--- src/rtl/transaction_pkg.sv ---
// Shared definitions for the transaction-layer control FSM: state codes,
// default sizing and the occupancy-width rule.
package transaction_pkg;

  localparam logic [2:0] ST_RESET  = 3'd0;
  localparam logic [2:0] ST_INIT   = 3'd1;
  localparam logic [2:0] ST_IDLE   = 3'd2;
  localparam logic [2:0] ST_ACTIVE = 3'd3;
  localparam logic [2:0] ST_ERROR  = 3'd4;

  localparam int DEF_NUM_FIFOS = 10;
  localparam int DEF_THRESH_W  = 3;

  // Occupancy counts need one more bit than the watermarks so that a full
  // FIFO can be represented alongside the largest programmable threshold.
  function automatic int cnt_w(input int thresh_w);
    return thresh_w + 1;
  endfunction

endpackage

--- src/rtl/fifo_watermark.sv ---
// Single-FIFO back-pressure flag with high/low watermark hysteresis.
// clear beats force_set beats the hysteresis update; with none of them
// active the flag holds its value.
module fifo_watermark
  import transaction_pkg::*;
#(
  parameter int THRESH_W = DEF_THRESH_W
) (
  input  logic                       clk,
  input  logic                       reset,
  input  logic                       enable,
  input  logic                       clear,
  input  logic                       force_set,
  input  logic [cnt_w(THRESH_W)-1:0] count,
  input  logic [THRESH_W-1:0]        alto,
  input  logic [THRESH_W-1:0]        bajo,
  output logic                       pause
);

  logic w_at_high;
  logic w_at_low;
  logic r_pause;

  // Watermarks are zero-extended to the occupancy width; compares are unsigned.
  assign w_at_high = (count >= {1'b0, alto});
  assign w_at_low  = (count <= {1'b0, bajo});

  // Hysteresis flag: set at/above alto, clear at/below bajo, hold in between.
  always_ff @(posedge clk or posedge reset) begin
    if (reset) begin
      r_pause <= 1'b0;
    end else if (clear) begin
      r_pause <= 1'b0;
    end else if (force_set) begin
      r_pause <= 1'b1;
    end else if (enable) begin
      if (w_at_high) begin
        r_pause <= 1'b1;
      end else if (w_at_low) begin
        r_pause <= 1'b0;
      end
    end
  end

  assign pause = r_pause;

endmodule

--- src/rtl/transaction_ctrl_fsm.sv ---
// Transaction-layer control FSM: RESET -> INIT -> IDLE <-> ACTIVE plus a
// sticky ERROR state, watermark latching and per-FIFO pause flags.
// Optional feature macro: TRANSACTION_IDLE_HOLDOFF_EN (ACTIVE->IDLE only
// after HOLDOFF consecutive all-empty cycles).
module transaction_ctrl_fsm
  import transaction_pkg::*;
#(
  parameter int NUM_FIFOS = DEF_NUM_FIFOS,
  parameter int THRESH_W  = DEF_THRESH_W,
  parameter int HOLDOFF   = 4
) (
  input  logic                                 clk,
  input  logic                                 reset,
  input  logic                                 init,
  input  logic [THRESH_W-1:0]                  umbral_alto,
  input  logic [THRESH_W-1:0]                  umbral_bajo,
  input  logic [NUM_FIFOS-1:0]                 fifo_empty,
  input  logic [NUM_FIFOS*cnt_w(THRESH_W)-1:0] fifo_count,
  input  logic [NUM_FIFOS-1:0]                 fifo_overflow,
  output logic                                 idle,
  output logic                                 active,
  output logic                                 error,
  output logic [2:0]                           estado,
  output logic [THRESH_W-1:0]                  interno_alto,
  output logic [THRESH_W-1:0]                  interno_bajo,
  output logic [NUM_FIFOS-1:0]                 pause
);

  localparam int CNT_W = cnt_w(THRESH_W);

  if (HOLDOFF < 1) begin : g_holdoff_range
    $error("HOLDOFF must be at least 1");
  end

  logic [2:0]          r_estado;
  logic                r_idle;
  logic                r_active;
  logic                r_error;
  logic [THRESH_W-1:0] r_alto;
  logic [THRESH_W-1:0] r_bajo;

  logic [2:0]           w_next;
  logic                 w_all_empty;
  logic                 w_any_ovf;
  logic                 w_drain_done;
  logic                 w_pause_clear;
  logic                 w_pause_force;
  logic                 w_pause_en;
  logic [NUM_FIFOS-1:0] w_pause;

  assign w_all_empty = &fifo_empty;
  assign w_any_ovf   = |fifo_overflow;

`ifdef TRANSACTION_IDLE_HOLDOFF_EN
  localparam int                HOLD_W    = $clog2(HOLDOFF + 1);
  localparam logic [HOLD_W-1:0] HOLD_LAST = HOLD_W'(HOLDOFF - 1);
  localparam logic [HOLD_W-1:0] HOLD_MAX  = HOLD_W'(HOLDOFF);

  logic [HOLD_W-1:0] r_hold;

  // Counts consecutive all-empty cycles spent in ACTIVE; zero outside ACTIVE
  // so every entry into ACTIVE starts a fresh count.
  always_ff @(posedge clk or posedge reset) begin
    if (reset) begin
      r_hold <= '0;
    end else if ((r_estado != ST_ACTIVE) || !w_all_empty) begin
      r_hold <= '0;
    end else if (r_hold != HOLD_MAX) begin
      r_hold <= r_hold + HOLD_W'(1);
    end
  end

  // This cycle is the HOLDOFF-th consecutive empty one.
  assign w_drain_done = w_all_empty && (r_hold == HOLD_LAST);
`else
  assign w_drain_done = w_all_empty;
`endif

  // Next state: init beats overflow beats the normal sequencing.
  always_comb begin
    w_next = ST_RESET;
    if (init) begin
      w_next = ST_INIT;
    end else if (w_any_ovf && (r_estado != ST_RESET) && (r_estado != ST_INIT)) begin
      w_next = ST_ERROR;
    end else begin
      case (r_estado)
        ST_RESET:  w_next = ST_INIT;
        ST_INIT:   w_next = (umbral_bajo >= umbral_alto) ? ST_ERROR : ST_IDLE;
        ST_IDLE:   w_next = w_all_empty ? ST_IDLE : ST_ACTIVE;
        ST_ACTIVE: w_next = w_drain_done ? ST_IDLE : ST_ACTIVE;
        ST_ERROR:  w_next = ST_ERROR;
        default:   w_next = ST_RESET;
      endcase
    end
  end

  // State and status flags. idle needs a full cycle already spent in IDLE,
  // so it rises one cycle after entering IDLE but falls on the leaving edge.
  always_ff @(posedge clk or posedge reset) begin
    if (reset) begin
      r_estado <= ST_RESET;
      r_idle   <= 1'b0;
      r_active <= 1'b0;
      r_error  <= 1'b0;
    end else begin
      r_estado <= w_next;
      r_idle   <= (r_estado == ST_IDLE) && (w_next == ST_IDLE);
      r_active <= (w_next == ST_ACTIVE);
      r_error  <= (w_next == ST_ERROR);
    end
  end

  // Watermarks track the programming inputs for as long as we sit in INIT.
  always_ff @(posedge clk or posedge reset) begin
    if (reset) begin
      r_alto <= '0;
      r_bajo <= '0;
    end else if (r_estado == ST_INIT) begin
      r_alto <= umbral_alto;
      r_bajo <= umbral_bajo;
    end
  end

  // Pause flags: cleared heading into RESET/INIT, forced on in ERROR, and
  // only follow the occupancy while the controller is operational.
  assign w_pause_clear = (w_next == ST_RESET) || (w_next == ST_INIT);
  assign w_pause_force = (w_next == ST_ERROR);
  assign w_pause_en    = (r_estado == ST_IDLE) || (r_estado == ST_ACTIVE);

  for (genvar gi = 0; gi < NUM_FIFOS; gi++) begin : g_wm
    fifo_watermark #(
      .THRESH_W (THRESH_W)
    ) u_wm (
      .clk       (clk),
      .reset     (reset),
      .enable    (w_pause_en),
      .clear     (w_pause_clear),
      .force_set (w_pause_force),
      .count     (fifo_count[gi*CNT_W +: CNT_W]),
      .alto      (r_alto),
      .bajo      (r_bajo),
      .pause     (w_pause[gi])
    );
  end

  assign estado       = r_estado;
  assign idle         = r_idle;
  assign active       = r_active;
  assign error        = r_error;
  assign interno_alto = r_alto;
  assign interno_bajo = r_bajo;
  assign pause        = w_pause;

endmodule
--- config.mk ---
export PLATFORM = sky130hd
export DESIGN_NAME = transaction_ctrl_fsm
export DESIGN_NICKNAME = d
export VERILOG_FILES = /design/src/rtl/transaction_pkg.sv /design/src/rtl/fifo_watermark.sv /design/src/rtl/transaction_ctrl_fsm.sv
export SDC_FILE = /design/constraint.sdc
export NUM_CORES = 1
export LEC_CHECK = 0
export BUFFER_PORTS_ARGS = -buffer_cell sky130_fd_sc_hd__buf_4
export CORE_ASPECT_RATIO = 1.2
export CORE_UTILIZATION = 45
export CTS_CLUSTER_SIZE = 16
export DETAILED_ROUTE_END_ITERATION = 6
export PLACE_DENSITY = 0.73
export REMOVE_ABC_BUFFERS = 1
export SYNTH_ARGS = -nofsm -noshare
export SYNTH_HDL_FRONTEND = slang
export SYNTH_SLANG_ARGS = --single-unit
--- constraint.sdc ---
create_clock -name clk -period 2.61 [get_ports clk]
set_input_delay 0.1305 -clock clk [delete_from_list [all_inputs] [get_ports clk]]
set_output_delay 0.1305 -clock clk [all_outputs]
set_load 0.01 [all_outputs]
==> flow_summary.toml <==
[status]
run_status = "finished, final reports clean"

[clock_tree]
cts_inserted_buffers = 3
cts_hold_buf = 0
root_buffer_master = "clkbuf_8"
cts_max_level = 1
post-cts-setup-buffer-count = 0
ctsResizeCount = 0
numClockSinks = 22
ctsLongestPathBuffers = 2
clock_latency_reported_for_the_late_side_of_the_worst_skew_pair_ns = 0.26
cts_tree = "built"
clk_pin_slew_worst_paths_ns = 0.08

[critical_path]
worstSetupPathType = "register to register"
critical_path_arrival_ns = 2.22
critical_path.max_fanout = 12
critPathLaunchType = "register"
timing.critical_path.from = "interno_alto[0]"
endpoint_kind = "register"
r2r-start = "interno_alto[0]"
worst_ep_required_time_ns = 2.74

[cells_and_area]
share_of_final_layout_standard_cells_stronger_than_drive_strength_1 = 0.291
layout.cells.most_common = "buf_4"
area_growth_pct = 27.5
n_antenna_cell = 0
filler_cell_count_in_the_final_layout = 487
final_net_count = 497
layout_common_cells = "91 x buf_4, 63 x ha_1, 32 x inv_1, 25 x o21ai_0, 22 x dfrtp_1"

[floorplanning]
core_area_um2 = 5370
placementRows = 29
die-height_um = 84.6
design.portCount = 91
start_util = 0.477
die_x_um = 70.9
design.die.area_um2 = 6000

[logic_synthesis]
synth_top_flop_cell = "dfrtp_1"
yosysUniqueCellTypes = 38
syn-cell-area_um2 = 2560
synthesis.area_per_instance_um2 = 9.02
post_synth_inst_count = 284
ys_warn_count = 0
synth_enable_flop_cells = 0
synth_seq_cells = 22
async_reset_ff_frac = 1.00
yosysSeqAreaShare = 0.215

[drt]
routed_wl_mm = 6.46
dr.first_iter.drc_count = 106
drt_first_pass_iters = 6
wl_per_cell_um = 15.2
drc = 0
ant_nets = 0
routed-via-count = 2392
avgViaCountPerCell = 5.62

[grt]
groute.usage.overall = 0.222
global_route.overflow_total = 0
grt_pass1_wl_mm = 10.6
antenna_found_initial = 0
grt_pass1_vias = 2319
pin_count_of_the_biggest_net_entering_global_routing = 23

[pwr]
p_per_area_nw_per_um2 = 666
power.net_switching_uw = 947
share_clk_of_total_power = 0.112
switching_share = 0.435
power_leakage_uw = 0.00169
internal_power_uw = 1230
vdd_ir_drop_max_mv = 0.311
power.share.combinational = 0.635
power_frac_seq = 0.253

[timing]
clock-skew-final_ns = 0.00153
timing.final.max_slew_violations = 0
worstMarginPinSlew_ns = 0.850
rsz0062_at_grt = "no"
finalSetupTns_ns = 0
hold_slack_ns = 0.0444
final.period_utilization = 0.801
timing.final.setup_violations = 0
hold_violations = 0
relative_slew_slack = 0.432
max_freq_mhz = 478
finalCriticalPeriod_ns = 2.09

[run]
drv.max_cap_violation_count = 0

[worst_hold_path]
holdCritPathClass = "primary input to asynchronous set/reset pin"

[place]
dp.final_hpwl_mm = 5.06
port-buffer-count = 90
place.gp.congestion = 0.813
==> state kept, by name, indices dropped and copies added, names as in the netlist <==
| name | count |
|---|---|
| interno_alto | 3 |
| estado | 3 |
| g_wm.u_wm.pause | 10 |
| error | 1 |
| interno_bajo | 3 |
| active | 1 |
| idle | 1 |
==> cells by family after synthesis <==
| group | share of synthesized area |
|---|---|
| AOI/OAI and AO/OA | 0.242 |
| and+or+nand+nor | 0.135 |
| adders and majority gates | 0.308 |
| buffers and inverters | 0.0918 |
| DFF | 0.215 |
| muxes | 0.00879 |
==> routing by layer <==
layer,share of wire,GRT usage,up-vias
li1,-,-,1205
met1,0.43,0.275,1107
met2,0.51,0.402,71
met3,0.044,0.0348,9
met4,0.016,0.0473,0
met5,0,0,-
==> metrics by stage <==
stage	cells	cell area, um2	power [uW]	setup slack [ns]	util
floorplan	269	2450	1420	0.736	-
finish	426	3270	2180	0.520	0.608
global placement	422	3210	1880	0.579	0.598
CTS	426	3270	2180	0.532	0.608
global route	426	3270	2410	0.355	0.608
detailed placement	422	3210	1940	0.540	0.598
==> power groups by stage <==
| stage | registers, uW | clock network (uW) | logic (uW) |
|---|---|---|---|
| 6_report | 550 | 244 | 1380 |
| 3_3_place_gp | 555 | 0 | 1330 |
| 5_1_grt | 565 | 265 | 1580 |
| 2_1_floorplan | 563 | 0 | 858 |
| 3_5_place_dp | 556 | 0 | 1380 |
| 4_1_cts | 551 | 245 | 1390 |
==> worst max-delay path: stages, from the launching register on <==
cell	delay, ns
dfrtp_1	0.66
ha_1	0.33
nand2b_1	0.14
a21o_1	0.18
a211o_1	0.31
o31ai_1	0.21
a22oi_1	0.12
==> cell type report <==
type / instances / area, um2 / share of cell area
clock buffers: 4 / 55.1 / 0.0169
inverters: 33 / 124 / 0.0379
multi-input cells: 214 / 1780 / 0.544
flip-flops and latches: 22 / 551 / 0.169
well taps: 62 / 77.6 / 0.0238
repair buffers: 91 / 683 / 0.209
==> cell usage after synthesis (7+ instances only) <==
library cell	n	area (um2)
nor2_1	14	52.6
inv_1	32	120
dfrtp_1	22	551
o21ai_0	25	125
nor2b_1	16	100
buf_4	10	75.1
nand2_1	13	48.8
ha_1	63	788
o31ai_1	10	75.1
a211o_1	7	61.3
a32oi_1	10	87.6
==> worst paths after layout <==
check                                endpoint  slack [ns]  depth (start not counted)
hold reg to reg            g_wm[1].u_wm.pause        0.58                          2
min in group clk              interno_alto[1]        0.08                          3
setup reg to reg           g_wm[8].u_wm.pause        0.52                          6
setup / recovery           g_wm[8].u_wm.pause        0.52                          6
hold / removal             g_wm[3].u_wm.pause        0.04                          2
max in group asynchronous  g_wm[1].u_wm.pause        2.04                          2
Power figures use the tool's default switching activity.
